### src/rtl/alu_writeback.sv
// Write-back stage behind the ALU: owns the 8x16 register file, the status
// register and the stack pointer, and sequences 32-bit MULT results into Rd/Rd+1.
module alu_writeback #(
    parameter int MULT_LATENCY = 1
) (
    input  logic        CLOCK,
    input  logic        RESET_N,
    input  logic        wb_valid,
    output logic        wb_ready,
    input  logic        wb_we,
    input  logic [15:0] instruction,
    input  logic [2:0]  rd_addr,
    input  logic [2:0]  rs1_addr,
    input  logic [2:0]  rs2_addr,
    input  logic [15:0] aluout1,
    input  logic [15:0] aluout2,
    input  logic [7:0]  statusregin,
    input  logic [11:0] stack_in,
    output logic [15:0] rs1data,
    output logic [15:0] rs2data,
    output logic [7:0]  statusreg,
    output logic [11:0] stack_reg,
    output logic        busy,
    output logic [1:0]  dbg_state
);

    // Handshake: a transfer happens on a rising edge where wb_valid & wb_ready;
    // wb_ready is high only in IDLE and wb_valid is ignored in every other state.

    typedef enum logic [1:0] {
        S_IDLE     = 2'd0,
        S_MUL_WAIT = 2'd1,
        S_MUL_HI   = 2'd2
    } state_t;

    localparam logic [2:0] LAT = 3'(MULT_LATENCY);

    state_t      state_q, state_d;
    logic [2:0]  cnt_q, cnt_d;
    logic [2:0]  rd_q, rd_d;
    logic [7:0]  status_q, status_d;
    logic [11:0] stack_q, stack_d;
    logic [15:0] rf_q [8];
    logic [15:0] rf_d [8];

    logic is_mult;
    logic is_stack;
    logic unused_instr_bits;

    assign is_mult  = (instruction[15:13] == 3'b100);
    assign is_stack = (instruction[15:7]  == 9'b000000011)  // CAR
                    | (instruction[15:12] == 4'b1101)       // CALL
                    | (instruction[15:10] == 6'b011010)     // POP
                    | (instruction[15:4]  == 12'hF00);      // RTN
    assign unused_instr_bits = ^instruction[3:0];

    always_comb begin
        state_d  = state_q;
        cnt_d    = cnt_q;
        rd_d     = rd_q;
        status_d = status_q;
        stack_d  = stack_q;
        rf_d     = rf_q;
        unique case (state_q)
            S_IDLE: begin
                if (wb_valid) begin
                    if (is_mult) begin
                        rd_d    = rd_addr;
                        cnt_d   = LAT;
                        state_d = S_MUL_WAIT;
                    end else begin
                        if (wb_we) begin
                            rf_d[rd_addr] = aluout1;
                        end
                        status_d = statusregin;
                        if (is_stack) begin
                            stack_d = stack_in;
                        end
                    end
                end
            end
            S_MUL_WAIT: begin
                // The product is valid in the last wait cycle; commit the low half then.
                if (cnt_q <= 3'd1) begin
                    rf_d[rd_q] = aluout1;
                    status_d   = statusregin;
                    state_d    = S_MUL_HI;
                end else begin
                    cnt_d = cnt_q - 3'd1;
                end
            end
            S_MUL_HI: begin
                rf_d[rd_q + 3'd1] = aluout2;
                state_d           = S_IDLE;
            end
            default: begin
                state_d = S_IDLE;
            end
        endcase
    end

    always_ff @(posedge CLOCK or negedge RESET_N) begin
        if (!RESET_N) begin
            state_q  <= S_IDLE;
            cnt_q    <= 3'd0;
            rd_q     <= 3'd0;
            status_q <= 8'h00;
            stack_q  <= 12'h000;
            for (int i = 0; i < 8; i++) begin
                rf_q[i] <= 16'h0000;
            end
        end else begin
            state_q  <= state_d;
            cnt_q    <= cnt_d;
            rd_q     <= rd_d;
            status_q <= status_d;
            stack_q  <= stack_d;
            rf_q     <= rf_d;
        end
    end

    assign rs1data   = rf_q[rs1_addr];
    assign rs2data   = rf_q[rs2_addr];
    assign statusreg = status_q;
    assign stack_reg = stack_q;
    assign wb_ready  = (state_q == S_IDLE);
    assign busy      = (state_q != S_IDLE);
    assign dbg_state = state_q;

endmodule

### config.mk
export PLATFORM = sky130hd
export DESIGN_NAME = alu_writeback
export DESIGN_NICKNAME = d
export VERILOG_FILES = /design/src/rtl/alu_writeback.sv
export SDC_FILE = /design/constraint.sdc
export NUM_CORES = 1
export LEC_CHECK = 0
export CAP_MARGIN = 20
export CORE_MARGIN = 2
export CORE_UTILIZATION = 60
export CTS_BUF_LIST = sky130_fd_sc_hd__clkbuf_8
export CTS_CLUSTER_DIAMETER = 50
export DETAILED_ROUTE_END_ITERATION = 12
export PLACE_DENSITY = 0.83
export SLEW_MARGIN = 40
export SYNTH_ARGS = -nofsm -noshare
export SYNTH_HDL_FRONTEND = slang
export SYNTH_SLANG_ARGS = --single-unit
export TNS_END_PERCENT = 5
### constraint.sdc
create_clock -name CLOCK -period 2.4 [get_ports CLOCK]
set_input_delay 0.24 -clock CLOCK [delete_from_list [all_inputs] [get_ports CLOCK]]
set_output_delay 0.24 -clock CLOCK [all_outputs]
set_load 0.05 [all_outputs]
**Word-level counts from Yosys, hierarchy flattened**

Cells that the tools add are included.

- Flip-flop bits (word level): 156
- Bits in latches: 0
- Bits in writable memories: 0
- Bits in read-only memories: 0
- Bits of input ports: 81
- Output and inout bits: 56
- Word-level logic and storage cells: 91
- Memories kept: 0

- Add/sub/neg operators: 2
- Multiply operators: 0
- Divide/modulo/power cells: 0
- Magnitude comparators: 9
- Equality and inequality tests: 13
- Shifts and indexed selects: 0
- Mux-type cells: 32
- Bitwise operators: 9
- Reductions and logical operators: 13

Operator list:

| kind | number |
|---|---|
| two-way mux 128 bit | 4 |
| bitwise mux 128 bit | 3 |
| one-hot mux 128 bit (3 select lines) | 1 |
| demux 16 bit (select 3 bit) | 3 |
| two-way mux 16 bit | 7 |
| binary-select mux 16 bit (select 3 bit) | 2 |
| two-way mux 8 bit | 3 |
| >= comparator 4 bit, second input constant | 5 |
| inverter 3 -> 4 bit | 5 |
| one-hot mux 8 bit (2 select lines) | 1 |
| == test 12 bit, second input constant | 1 |
| < comparator 4 x 1 -> 1 bit, second input constant | 3 |
| AND reduction 4 bit | 3 |
| == test 9 x 2 -> 1 bit, second input constant | 1 |
| two-way mux 3 bit | 3 |
| != test 2 bit, second input constant | 4 |
| == test 6 x 5 -> 1 bit, second input constant | 1 |
| two-way mux 2 bit | 3 |
| one-hot mux 3 bit (2 select lines) | 1 |
| AND reduction 3 bit | 2 |
| AND reduction 5 bit | 1 |
| == test 4 bit, second input constant | 1 |
| != test 2 x 1 -> 1 bit, second input constant | 2 |
| one-hot mux 2 bit (2 select lines) | 1 |
| 12 further kinds | 17 |

**Depth between registers and ports, before layout**

Gate-level depths: netlist of run 1.

- Word-level depth: 10
- Gate-level depth with buffers: 9
- Gate-level depth less buffers: 6

**Worst setup path after synthesis of run 1**

Ideal clock, no wire load.

- Path kind: flip-flop to flip-flop
- Start point: register state_q[0], in the netlist dbg_state[0]
- End point: register with a tool-made name
- Setup time: 125 ps
- Arrival time: 2928 ps
- Data required time: 2275 ps
- Slack: -653 ps
- Cell stages (with the launch flop): 8
- Buffers on the path: 1
- Period minus slack after synthesis: 3053 ps
- Cells stage by stage: dfrtp_1 -> inv_1 -> ha_1 -> inv_1 -> a21oi_4 -> nor3_4 -> buf_12 -> mux2_4

RTL lines:

| element | RTL line | text |
|---|---|---|
| start, declared | 38 | `state_t state_q, state_d;` |
| start signal, assigned | 113 | `state_q <= state_d;` |

==> results of run 1 <==
[cell usage in the layout, fill, tap and decap left out, types with 3 or more instances in the layout]
master | Yosys | layout
a21oi_1 | 8 | 8
a31oi_1 | 8 | 8
a41oi_1 | 129 | 129
and2_1 | 16 | 16
buf_12 | 8 | 25
buf_2 | 17 | 4
buf_4 | 4 | 93
clkbuf_8 | 0 | 18
clkdlybuf4s50_1 | 0 | 93
clkinv_4 | 0 | 3
clkinvlp_4 | 0 | 5
dfrtp_1 | 156 | 154
ha_1 | 7 | 3
ha_4 | 0 | 3
inv_1 | 11 | 8
inv_6 | 0 | 4
mux2_2 | 228 | 228
mux2_4 | 80 | 80
mux4_2 | 64 | 64
nand2_1 | 150 | 150
nand2b_1 | 3 | 3
nand3_1 | 124 | 124
nand3b_1 | 3 | 3
nand4_1 | 9 | 9
nor2_1 | 19 | 18
nor3_4 | 8 | 8
o211ai_1 | 128 | 128
o21ai_0 | 7 | 7
[worst max-delay path: stages, from the launching register on]
cell,delay [ps]
dfrtp_2,460
inv_2,110
ha_4,170
buf_16,340
nand2_1,310
mux2_2,350
a41oi_1,260
mux2_4,200
[routing by layer]
metal / global-route usage / wire (µm) / part of all wire
met5: 0.0124 / 0 / 0
met3: 0.134 / 6970 / 0.14
met2: 0.589 / 21400 / 0.44
met4: 0.227 / 2680 / 0.056
met1: 0.511 / 17100 / 0.36
[through the flow]
stage               std cells  cell area [µm²]  setup slack, ps
floorplan                1353            14100             -149
global placement         1727            16000              104
detailed placement       1727            16000             98.2
CTS                      1759            16400             86.0
global route             1759            16400             3.26
finish                   1760            16400             57.3
[power by group]
part | switching, mW | internal (mW) | total, mW
Sequential | 1.68 | 4.02 | 5.70
Clock | 1.20 | 0.865 | 2.07
Combinational | 10.9 | 7.98 | 18.9
[area by class of cell]
cell class                      count  area share
Clock inverter                     13     0.00809
Clock buffer                       18      0.0151
Sequential cell                   156       0.238
Timing Repair Buffer              221       0.137
Tap cell                          319      0.0243
Antenna cell                        1    0.000153
Multi-Input combinational cell   1021       0.575
Inverter                           11     0.00275
[cell families after synthesis]
group                      Yosys count  share of synthesized area
xor gates and xnor gates             2                    0.00124
DFF                                156                      0.277
muxes                              373                      0.370
buffers and inverters              176                     0.0596
adders and majority gates            7                    0.00621
AOI/OAI and AO/OA                  289                      0.163
and+or+nand+nor                    350                      0.123
[what timing repair did]
item / in CTS / in global routing
hold endpoints to repair: 44 / 0
hold buffers: 1 / 0
resized for setup: 2 / 3
buffers inserted: 0 / 0
endpoints found under the setup margin: 2 / 4
[final timing paths]
kind                                    from                         end  slack, ps
max in group asynchronous            RESET_N  asynchronous set/reset pin       1310
worst min register to register  statusreg[2]                statusreg[2]        520
worst max-delay path            dbg_state[1]                    register         60
worst min-delay path                 RESET_N  asynchronous set/reset pin        240
worst max register to register  dbg_state[1]                    register         60
min in group CLOCK               stack_in[9]                stack_reg[9]        360
==> impl_results.md, run 1 <==
* Die Height at 157 µm
* Seq/Total Area, Yosys at 0.277
* First DRT Iteration DRCs at 1,994
* Critical Path AT at 2770 ps
* DR WL/cell at ~27 µm
* Final slew viol count at 0
* Fin util at 0.705
* Final Hold Viols at 0
* CTS root buffer: clkbuf_8
* Status: finished, final reports clean
* Syn_area_per_cell at approximately 10 µm²
* Drt drc at 0
* Maximum number of pins on one net before global-route repair at 100
* Vias per inst at 7.61
* Vias in the first global route at 13.5k
* Mapped Nets at 1,441
* DR pass1 iterations at 8
* GRT overflow at 0
* Clk buf depth at 2
* Final period util at 0.976
* Multi-input logic area at 9420 µm²
* GPL Wtd Cong at 0.869
* Clk pin slew, worst setup/hold paths at 110 ps
* Initial antenna violation count at 1
* H-tree Lvls at 4
* Layout cells sized above 1 at 0.388
* Total power at 26.7 mW
* Post-synthesis async set-or-reset flop share at 1.00
* Top post-synthesis cells by area: dfrtp_1 (28%), mux2_2 (18%), mux4_2 (10%), mux2_4 (8.5%), a41oi_1 (8.0%)
* Crit path time final at between 2000 and 2500 ps
* Post-synthesis instance area at 14,100 µm²
* WP data required at 2830 ps
* P per Cell Area at between 1500 and 2000 nW/µm²
* Worst slew margin at 0.500
* Clock net sink count at 156
* Area leader, netlist: dfrtp_1
* Top-area cell type share of the netlist area at 0.277
* CTS tree: done
* RSZ-0062 raised after global routing: false
* GRT Total Usage at 0.398
* Max Cap Viol at 0
* Core Footprint at about 23,000 µm²
* Most frequent cell after synthesis: mux2_2
* Final setup violation count at 0
* Worst slew pin tran at approximately 750 ps
* F_max at about 0.43 GHz
* Synth cell count leaders: mux2_2 (228), dfrtp_1 (156), nand2_1 (150)
* IO Pins at 137
* Detailed placer's ending HPWL at 29,700 µm
* Post-synth cell types at 50
* I/O Buffers at about 130
* Final net count at 1,516
* Clock Skews at between 15 and 20 ps
* YS warnings at 0
* WHS at roughly 240 ps
* Total Wirelength at between 40,000 and 50,000 µm
* Setup_tns at 0 ps
* Primary FF master, synth: dfrtp_1
* CP startpoint kind: register
* Final ANT Viol Nets at 0
* Clock buffer count from CTS at 17
* Skew-Pair Late Insertion Delay at approximately 500 ps
* Crit. End Element: register
* Starting Density at 0.606
* Synth-to-Final Area Change at 16.4%
* Post-synthesis register bit count at around 160
* R2R cell count at 7
* Cell row count at 56
* Leakage at 5.51 nW
* # fillers at 1,664
* Min-delay worst type: primary input to asynchronous set/reset pin
* Worst Path Class, Setup: register to register
* Wire length of the first global-routing pass at 75,300 µm
* Die Width at 157 µm
* Total die area at 24,700 µm²
* EDFF count, synth at 0
* Worst-path maximum fanout at 99
* Post-synthesis cell count at ~1.4k
* Register area at 3910 µm²
* Vias at 13.4k
* IR Drop Worst-Case VDD at 0.00147 V
Note: power is estimated with default switching activity, not from simulation.
==> inputs of run 2 (changes only) <==
--- a/config.mk
+++ b/config.mk
@@ -7,11 +7,11 @@
 export LEC_CHECK = 0
 export CAP_MARGIN = 20
 export CORE_MARGIN = 2
-export CORE_UTILIZATION = 60
+export CORE_UTILIZATION = 50
 export CTS_BUF_LIST = sky130_fd_sc_hd__clkbuf_8
 export CTS_CLUSTER_DIAMETER = 50
 export DETAILED_ROUTE_END_ITERATION = 12
-export PLACE_DENSITY = 0.83
+export PLACE_DENSITY = 0.71
 export SLEW_MARGIN = 40
 export SYNTH_ARGS = -nofsm -noshare
 export SYNTH_HDL_FRONTEND = slang
==> run 2 against run 1 <==
Clock power is 4% higher. Critical path type unchanged. Clock-buffer cell count is 1 lower. Total power is 1.6% higher. Highest routed layer unchanged. Worst hold slack better by 51 ps. Design area is 1.3% higher. Core utilization is 11 points lower.
==> impl_results.md, run 2 (synthesis results as in run 1) <==
* Placed Area at 16,200 µm²
* CP startpoint: dbg_state[0]
* Cell row count at 61
* Combinational Power Share at 0.711
* P per Cell Area at 1630 nW/µm²
* Status: finished, final reports clean
* Critical Path Max Stage Delay at 460 ps
* Int Power at roughly 13 mW
* Final WS setup at 70.3 ps
* Die Width at 172 µm
* Slowest cell on crit path: dfrtp_2
* Min-delay worst type: primary input to asynchronous set/reset pin
* IR Drop Worst-Case VDD at 0.00128 V
* I/O Buffers at about 130
* Synth-to-Final Area Change at 17.9%
* Clock buffer count from CTS at 17
* GRT Total Usage at 0.343
* CTS root buffer: clkbuf_8
* Total die area at 29,500 µm²
* Worst-path maximum fanout at 9
* CP startpoint kind: register
* Final net count at between 1.5k and 2k
* Placed cells at between 1.5k and 2k
* DR WL/cell at about 28 µm
* Worst slew margin at 0.555
* Maximum number of pins on one net before global-route repair at 93
* Clock Skews at 23.1 ps
* GRT overflow at 0
* IO Pins at 137
* Final slew viol count at 0
* F_max at around 0.43 GHz
* Pre-CTS WS at 120 ps
* Design area at 16,600 µm²
* WP data required at 2750 ps
* Clock net sink count at 156
* Seq pwr share at 0.209
* Skew-Pair Late Insertion Delay at ~480 ps
* Total Wirelength at a little over 50,000 µm
* Switch Pwr at around 14 mW
* GPL Wtd Cong at 0.879
* Leakage at 5.61 nW
* DR pass1 iterations at 8
* Crit path time final at around 2300 ps
* First DRT Iteration DRCs at between 2k and 2.5k
* Initial antenna violation count at 1
* Final period util at 0.971
* Final ANT Viol Nets at 0
* Drt drc at 0
* Worst slew pin tran at 664 ps
* CTS tree: done
* Wire length of the first global-routing pass at 76,700 µm
* Kind of cell adding the most delay to the critical path: flip-flops
* R2R cell count at 8
* Vias per inst at 7.21
* Clk pin slew, worst setup/hold paths at 120 ps
* CP dominant cell by count: buf_12
* Max Cap Viol at 0
* CP Cell Sequence: inv_2 -> ha_4 -> nor2b_1 -> a311o_1 -> buf_12 -> nor3_4 -> buf_12 -> mux2_2
* Core Footprint at 27,800 µm²
* Switching share of power at 0.520
* Vias in the first global route at 13.0k
* Starting Density at 0.507
* Layout cells sized above 1 at 0.394
* Final setup violation count at 0
* Crit. End Element: register
* Critical Path AT at 2680 ps
* Crit path depth at 8
* Vias at 13.2k
* WHS at 290 ps
* Most frequent cells in the layout: mux2_2 (228), dfrtp_1 (154), nand2_1 (150), a41oi_1 (129), o211ai_1 (128)
* Fin cells at 1,836
* RR Startpoint: dbg_state[0]
* Detailed placer's ending HPWL at 31,800 µm
* Commonest non-fill, non-tap cell in the layout: mux2_2
* Final Hold Viols at 0
* Die Height at 172 µm
* Buf+Inv Stages, Crit Path at 3
* H-tree Lvls at 4
* Worst Path Class, Setup: register to register
* RSZ-0062 raised after global routing: false
* Clk buf depth at 2
* Clock group share of total power at 0.080
-- run 2: cell count changes in the layout (fill, tap and decap cells not counted), sizes merged --
| cell | previous run | this run |
|---|---|---|
| clkinv | 3 | 6 |
| inv | 15 | 18 |
| buf | 124 | 140 |
| clkbuf | 19 | 17 |
| diode | 1 | 2 |
| clkinvlp | 5 | 1 |
-- run 2: worst reg2reg max path: stages (launching register included) --
cell	delay (ps)
dfrtp_2	460
inv_2	80
ha_4	160
nor2b_1	120
a311o_1	350
buf_12	170
nor3_4	300
buf_12	200
mux2_2	350
-- run 2: routing by layer --
metal,wire length (µm),vias up,track usage
met5,0,-,0
met4,2360,0,0.164
met1,19700,6517,0.464
met3,6650,187,0.0938
met2,22100,1027,0.510
li1,-,5498,-
-- run 2: path summary, 6_finish.rpt --
kind,end,slack [ps]
max in group asynchronous,asynchronous set/reset pin,1320
hold / removal,asynchronous set/reset pin,290
setup / recovery,register,70
hold reg to reg,statusreg[7],520
min in group CLOCK,stack_reg[11],360
setup reg to reg,register,70
-- run 2: area by class of cell --
type                       instances  area (µm²)
inverter                          11        45.0
fill                            2344       11200
clock inverter                    15         158
multi-input combinational       1021        9430
antenna                            2        5.00
tap                              378         473
timing repair buffer             236        2370
sequential                       156        3910
clock buffer                      17         234
-- run 2: stage by stage --
stage,setup TNS [ps],utilization,power [mW]
final,0,0.598,27.1
after global routing,0,0.598,28.1
after CTS,0,0.598,26.6
after detailed placement,0,0.583,24.4
after global placement,0,0.583,24.0
after floorplan,-11950,-,18.1
-- run 2: repair_timing --
action / 4_1_cts / 5_1_grt
setup endpoints to repair: 2 / 0
setup buffers: 0 / 0
hold buffers: 1 / 0
gates resized for setup: 2 / 0
endpoints found under the hold margin: 50 / 0
-- run 2: power groups by stage --
stage / registers [mW] / logic [mW] / clock network, mW
final: 5.67 / 19.3 / 2.16
after global routing: 5.85 / 20.0 / 2.27
after CTS: 5.58 / 18.8 / 2.17
after detailed placement: 5.63 / 18.8 / 0
after global placement: 5.49 / 18.5 / 0
after floorplan: 5.77 / 12.4 / 0
==> patch 1, RTL diff (config.mk and constraints of run 2) <==
Register the output `statusreg` once more; this adds one clock of latency there. The other outputs are not delayed to match.
--- a/src/rtl/alu_writeback.sv
+++ b/src/rtl/alu_writeback.sv
@@ -123,3 +123,5 @@
     assign rs2data   = rf_q[rs2_addr];
-    assign statusreg = status_q;
+    always_ff @(posedge CLOCK) begin
+        statusreg <= status_q;
+    end
     assign stack_reg = stack_q;
Check against the original RTL: not equivalent (a bounded check fails within 4 cycles, from zero or initial values and one cycle with RESET_N low).
==> patch 1 against run 2 <==
Cell area is 0.11% higher. Sequential power is 4.1% higher. Die area is 1.2% higher. Sequential cell count is 8 higher. Non-clock buffer count is 26 lower. Total power is 0.40% lower. Setup slack better by 0.017 ns. Final cell count is 1.2% lower. Area after synthesis is 1.2% higher. Routed wire length is 2.1% lower. Critical path depth is 2 lower.
==> patch 1: results (changes against run 2) <==
clock slew seen by the registers of the worst setup and hold paths=0.10 ns (was 0.12 ns); clk_skew=0.0173 ns (was 0.0231 ns); xor and xnor fraction of the mapped netlist area=0.123% (was 0.124%); vias in the first global route=13000 (about the same); worst reg2reg path depth=6 (was 8); via density per instance=7.30 (was 7.21); total wire length=49700 µm (was 50800 µm); pin count of the biggest net entering global routing=95 (was 93); seq pwr=5.90 mW (was 5.67 mW); First DRT Iteration DRCs=1745 (was 2011); diode count=0 (was 2); Max Fanout on Critical Path=16 (was 9); post-synthesis adder-cell area fraction=0.614% (was 0.622%); status=completed (unchanged); Switching Power=13.8 mW (was 14.1 mW); Crit path max-delay family=simple AND/OR/NAND/NOR gates (was flip-flops); gpl congestion=0.850 (was 0.879); initial antenna violation count=0 (was 1); Post-DP HPWL=30500 µm (was 31800 µm); worst r2r src=cnt_q[0] (was dbg_state[0]); first-pass GRT wire length=76000 µm (was 76700 µm); Worst R2R Setup Slack=0.09 ns (was 0.07 ns); Tot GR Track Use=32.7% (was 34.3%); Synth async-reset ratio=95.1% (was 100%); critical path's slowest cell=dfrtp_1 (was dfrtp_2); layout cells sized above 1=37.9% (was 39.4%); Power Combinational=18.9 mW (was 19.3 mW); Synth Net Count=1449 (was 1441)
-- patch 1: changes by cell type after synthesis, sizes merged --
cell / delta
clkbuf: +6
buf: -6
dfxtp: +8
-- patch 1: stage by stage --
stage                     hold slack (ns)  std cells  worst slack (ns)  TNS, ns  total power [mW]
final                               0.348       1814            0.0873        0              27.0
after global placement              0.292       1783             0.163        0              23.8
after global routing                0.349       1814            0.0105        0              28.0
after detailed placement            0.295       1783             0.119        0              24.3
after floorplan                   -0.0556       1361            -0.149   -11.95              18.4
after CTS                           0.348       1814             0.106        0              26.5
-- patch 1: logic make-up (layout without fill, tap and decap cells) --
kind of cell,after synthesis,count (layout)
mux,373,373
simple gates,350,350
compound gates,289,289
buf+inv,176,251
flops,164,164
fa+ha+maj,7,7
xor+xnor,2,2
-- patch 1: cell type report --
cell class / count / area, µm²
well taps: 378 / 473
multi-input cells: 1021 / 9430
clock buffers: 19 / 262
clock inverters: 11 / 136
repair buffers: 210 / 2220
inverters: 11 / 45.0
fillers: 2332 / 11300
flip-flops and latches: 164 / 4070
-- patch 1: worst max-delay path by stage --
stage / from / end / slack, ns / cells past startpoint
finish: cnt_q[0] / flip-flop / 0.09 / 6
global placement: dbg_state[1] / flip-flop / 0.16 / 8
global route: cnt_q[1] / flip-flop / 0.01 / 8
floorplan: dbg_state[1] / flip-flop / -0.15 / 7
CTS: dbg_state[1] / flip-flop / 0.11 / 8
detailed placement: dbg_state[1] / flip-flop / 0.12 / 8
-- patch 1: metal layers --
| layer | vias to the layer above | routed length (µm) | GRT usage (%) |
|---|---|---|---|
| met5 | - | 0 | 0 |
| met4 | 0 | 2500 | 16.3 |
| met3 | 225 | 5680 | 8.09 |
| met2 | 982 | 22300 | 48.9 |
| met1 | 6573 | 19300 | 44.2 |
| li1 | 5457 | - | - |
==> patch 2, RTL diff (flow settings as in run 2) <==
Without the edit above. Reset style: synchronous (`RESET_N`), changed in one clocked block.
--- a/src/rtl/alu_writeback.sv
+++ b/src/rtl/alu_writeback.sv
@@ -101,3 +101,3 @@
 
-    always_ff @(posedge CLOCK or negedge RESET_N) begin
+    always_ff @(posedge CLOCK) begin
         if (!RESET_N) begin
Behaviour: not the same (a bounded check fails within 4 cycles, from zero or initial values and one cycle with RESET_N low; the reset may be asserted at any time).
==> patch 2 against run 2 <==
Cell area down 2.0%. Routed wire length rose by 0.86%. Sequential cell count is the same. Area after synthesis decreased by 4.2%. Non-clock buffer count up 8. Global-route usage increased by 1.5 points. Setup slack improved by 0.046 ns. Die area fell by 4.1%.
Power is left out: it rests on default switching activity, and per cell area and clock period it moved more than threefold.
==> patch 2: results (changes against run 2) <==
via density per instance=6.88 (was 7.21); diode count=0 (was 2); first-pass GRT wire length=79200 µm (was 76700 µm); sequential fraction of the synthesis area=23.1% (was 27.7%); IO buf count=132 (unchanged); Bufs on Longest Clock Path=2 (unchanged); yosys warns=0 (unchanged); pre-CTS setup slack=0.139 ns (was 0.120 ns); Synth async-reset ratio=0% (was 100%); Post-synth top cells=nand2_1, mux2i_1, dfxtp_1 (was mux2_2, dfrtp_1, nand2_1); max incr delay on CP=0.81 ns (was 0.46 ns); fill cell count=2267 (was 2344); total setup buffers inserted after CTS=0 (unchanged); pin count of the biggest net entering global routing=73 (was 93); CTS buffer count=17 (unchanged); Post-DP HPWL=31900 µm (was 31800 µm); DR pass1 iterations=8 (unchanged); critical path's slowest cell=clkdlybuf4s50_1 (was dfrtp_2); clock slew seen by the registers of the worst setup and hold paths=0.11 ns; vias in the first global route=14000 (was 13000); placed cell count=2073 (was 1801); H-Tree Depth=4 (unchanged); Cell variety after synth=50 (unchanged); Slew @ Worst Pin=0.685 ns (was 0.664 ns); Post-Layout Cell Count=2105 (was 1836); Cell Area, Placed=15900 µm² (was 16200 µm²); layout cells sized above 1=17.5% (was 39.4%); status=completed (unchanged); clk root buf=clkbuf_8 (unchanged); gpl congestion=0.863 (was 0.879); clk_skew=0.0219 ns (was 0.0231 ns); First DRT Iteration DRCs=2308 (was 2011); Final #Nets=1839 (was 1531); Avg Cell Area, Syn=8.12 µm² (was 10.4 µm²); Tot GR Track Use=35.8% (was 34.3%); total wire length=51200 µm (was 50800 µm); Worst EP arrival=2.04 ns (was 2.68 ns); Max Fanout on Critical Path=6 (was 9); clk_lat worst skew=0.49 ns; worst hold path class=input pin to flip-flop (was input pin to async pin); synth top area cells=dfxtp_1, mux2i_1, nand2_1 (was dfrtp_1, mux2_2, mux4_2); initial antenna violation count=0 (was 1)
==> patch 2: changes by cell type after synthesis, sizes merged, moves of 119 or more <==
cell / run 2 / this run
nand2: 150 / 462
mux2: 308 / 32
mux2i: 1 / 276
nand3: 124 / 3
o41ai: 0 / 128
nor3: 9 / 128
dfrtp: 156 / 0
a21oi: 10 / 134
dfxtp: 0 / 156
a41oi: 129 / 1
o211ai: 128 / 0
==> patch 2: final timing paths <==
| check | depth (start not counted) | end | startpoint | slack (ns) |
|---|---|---|---|---|
| setup / recovery | 3 | wb_ready | dbg_state[1] | 0.12 |
| hold / removal | 3 | cnt_q[0] | RESET_N | 0.12 |
| setup reg to reg | 6 | flip-flop | dbg_state[1] | 0.14 |
| hold reg to reg | 2 | statusreg[0] | statusreg[0] | 0.46 |
==> patch 2: cell type report <==
type | count | area (µm²) | area share [%]
clock inverter | 15 | 170 | 1.05
multi-input combinational | 1322 | 9690 | 59.5
tap | 341 | 427 | 2.62
sequential | 156 | 3130 | 19.2
timing repair buffer | 244 | 2590 | 15.9
inverter | 10 | 42.5 | 0.261
clock buffer | 17 | 234 | 1.44
==> patch 2: repair_timing <==
item,in CTS,in global routing
endpoints found under the hold margin,0,0
endpoints found under the setup margin,1,24
resized for setup,1,3
==> patch 2: cells by family after synthesis <==
| group | synth area share, % |
|---|---|
| multiplexers | 33.8 |
| XOR/XNOR | 0.130 |
| flip-flops | 23.1 |
| buffers and inverters | 5.84 |
| AND/OR/NAND/NOR | 20.6 |
| adder cells (fa/ha/maj) | 0.649 |
| AO/OA/AOI/OAI | 15.8 |
==> patch 2: per-stage QoR <==
step | hold slack, ns | utilization, %
CTS | 0.109 | 60.8
detailed placement | 0.449 | 59.3
floorplan | 0.379 | -
global placement | 0.442 | 59.3
global route | 0.132 | 60.9
finish | 0.123 | 60.9
==> patch 2: worst max-delay path: cells and delay by family, from the launching register on <==
family	cells	cell delay [ns]
DFF	1	0.37
buffers and inverters	2	0.97
adders and majority gates	1	0.21
==> patch 2: metal layers <==
metal  part of all wire [%]  vias up  GRT usage [%]
met3                     11      292           5.97
met2                     45     1032           56.3
met1                     37     6864           45.6
met5                      0        -              0
met4                    6.8        0           23.1
li1                       -     6297              -
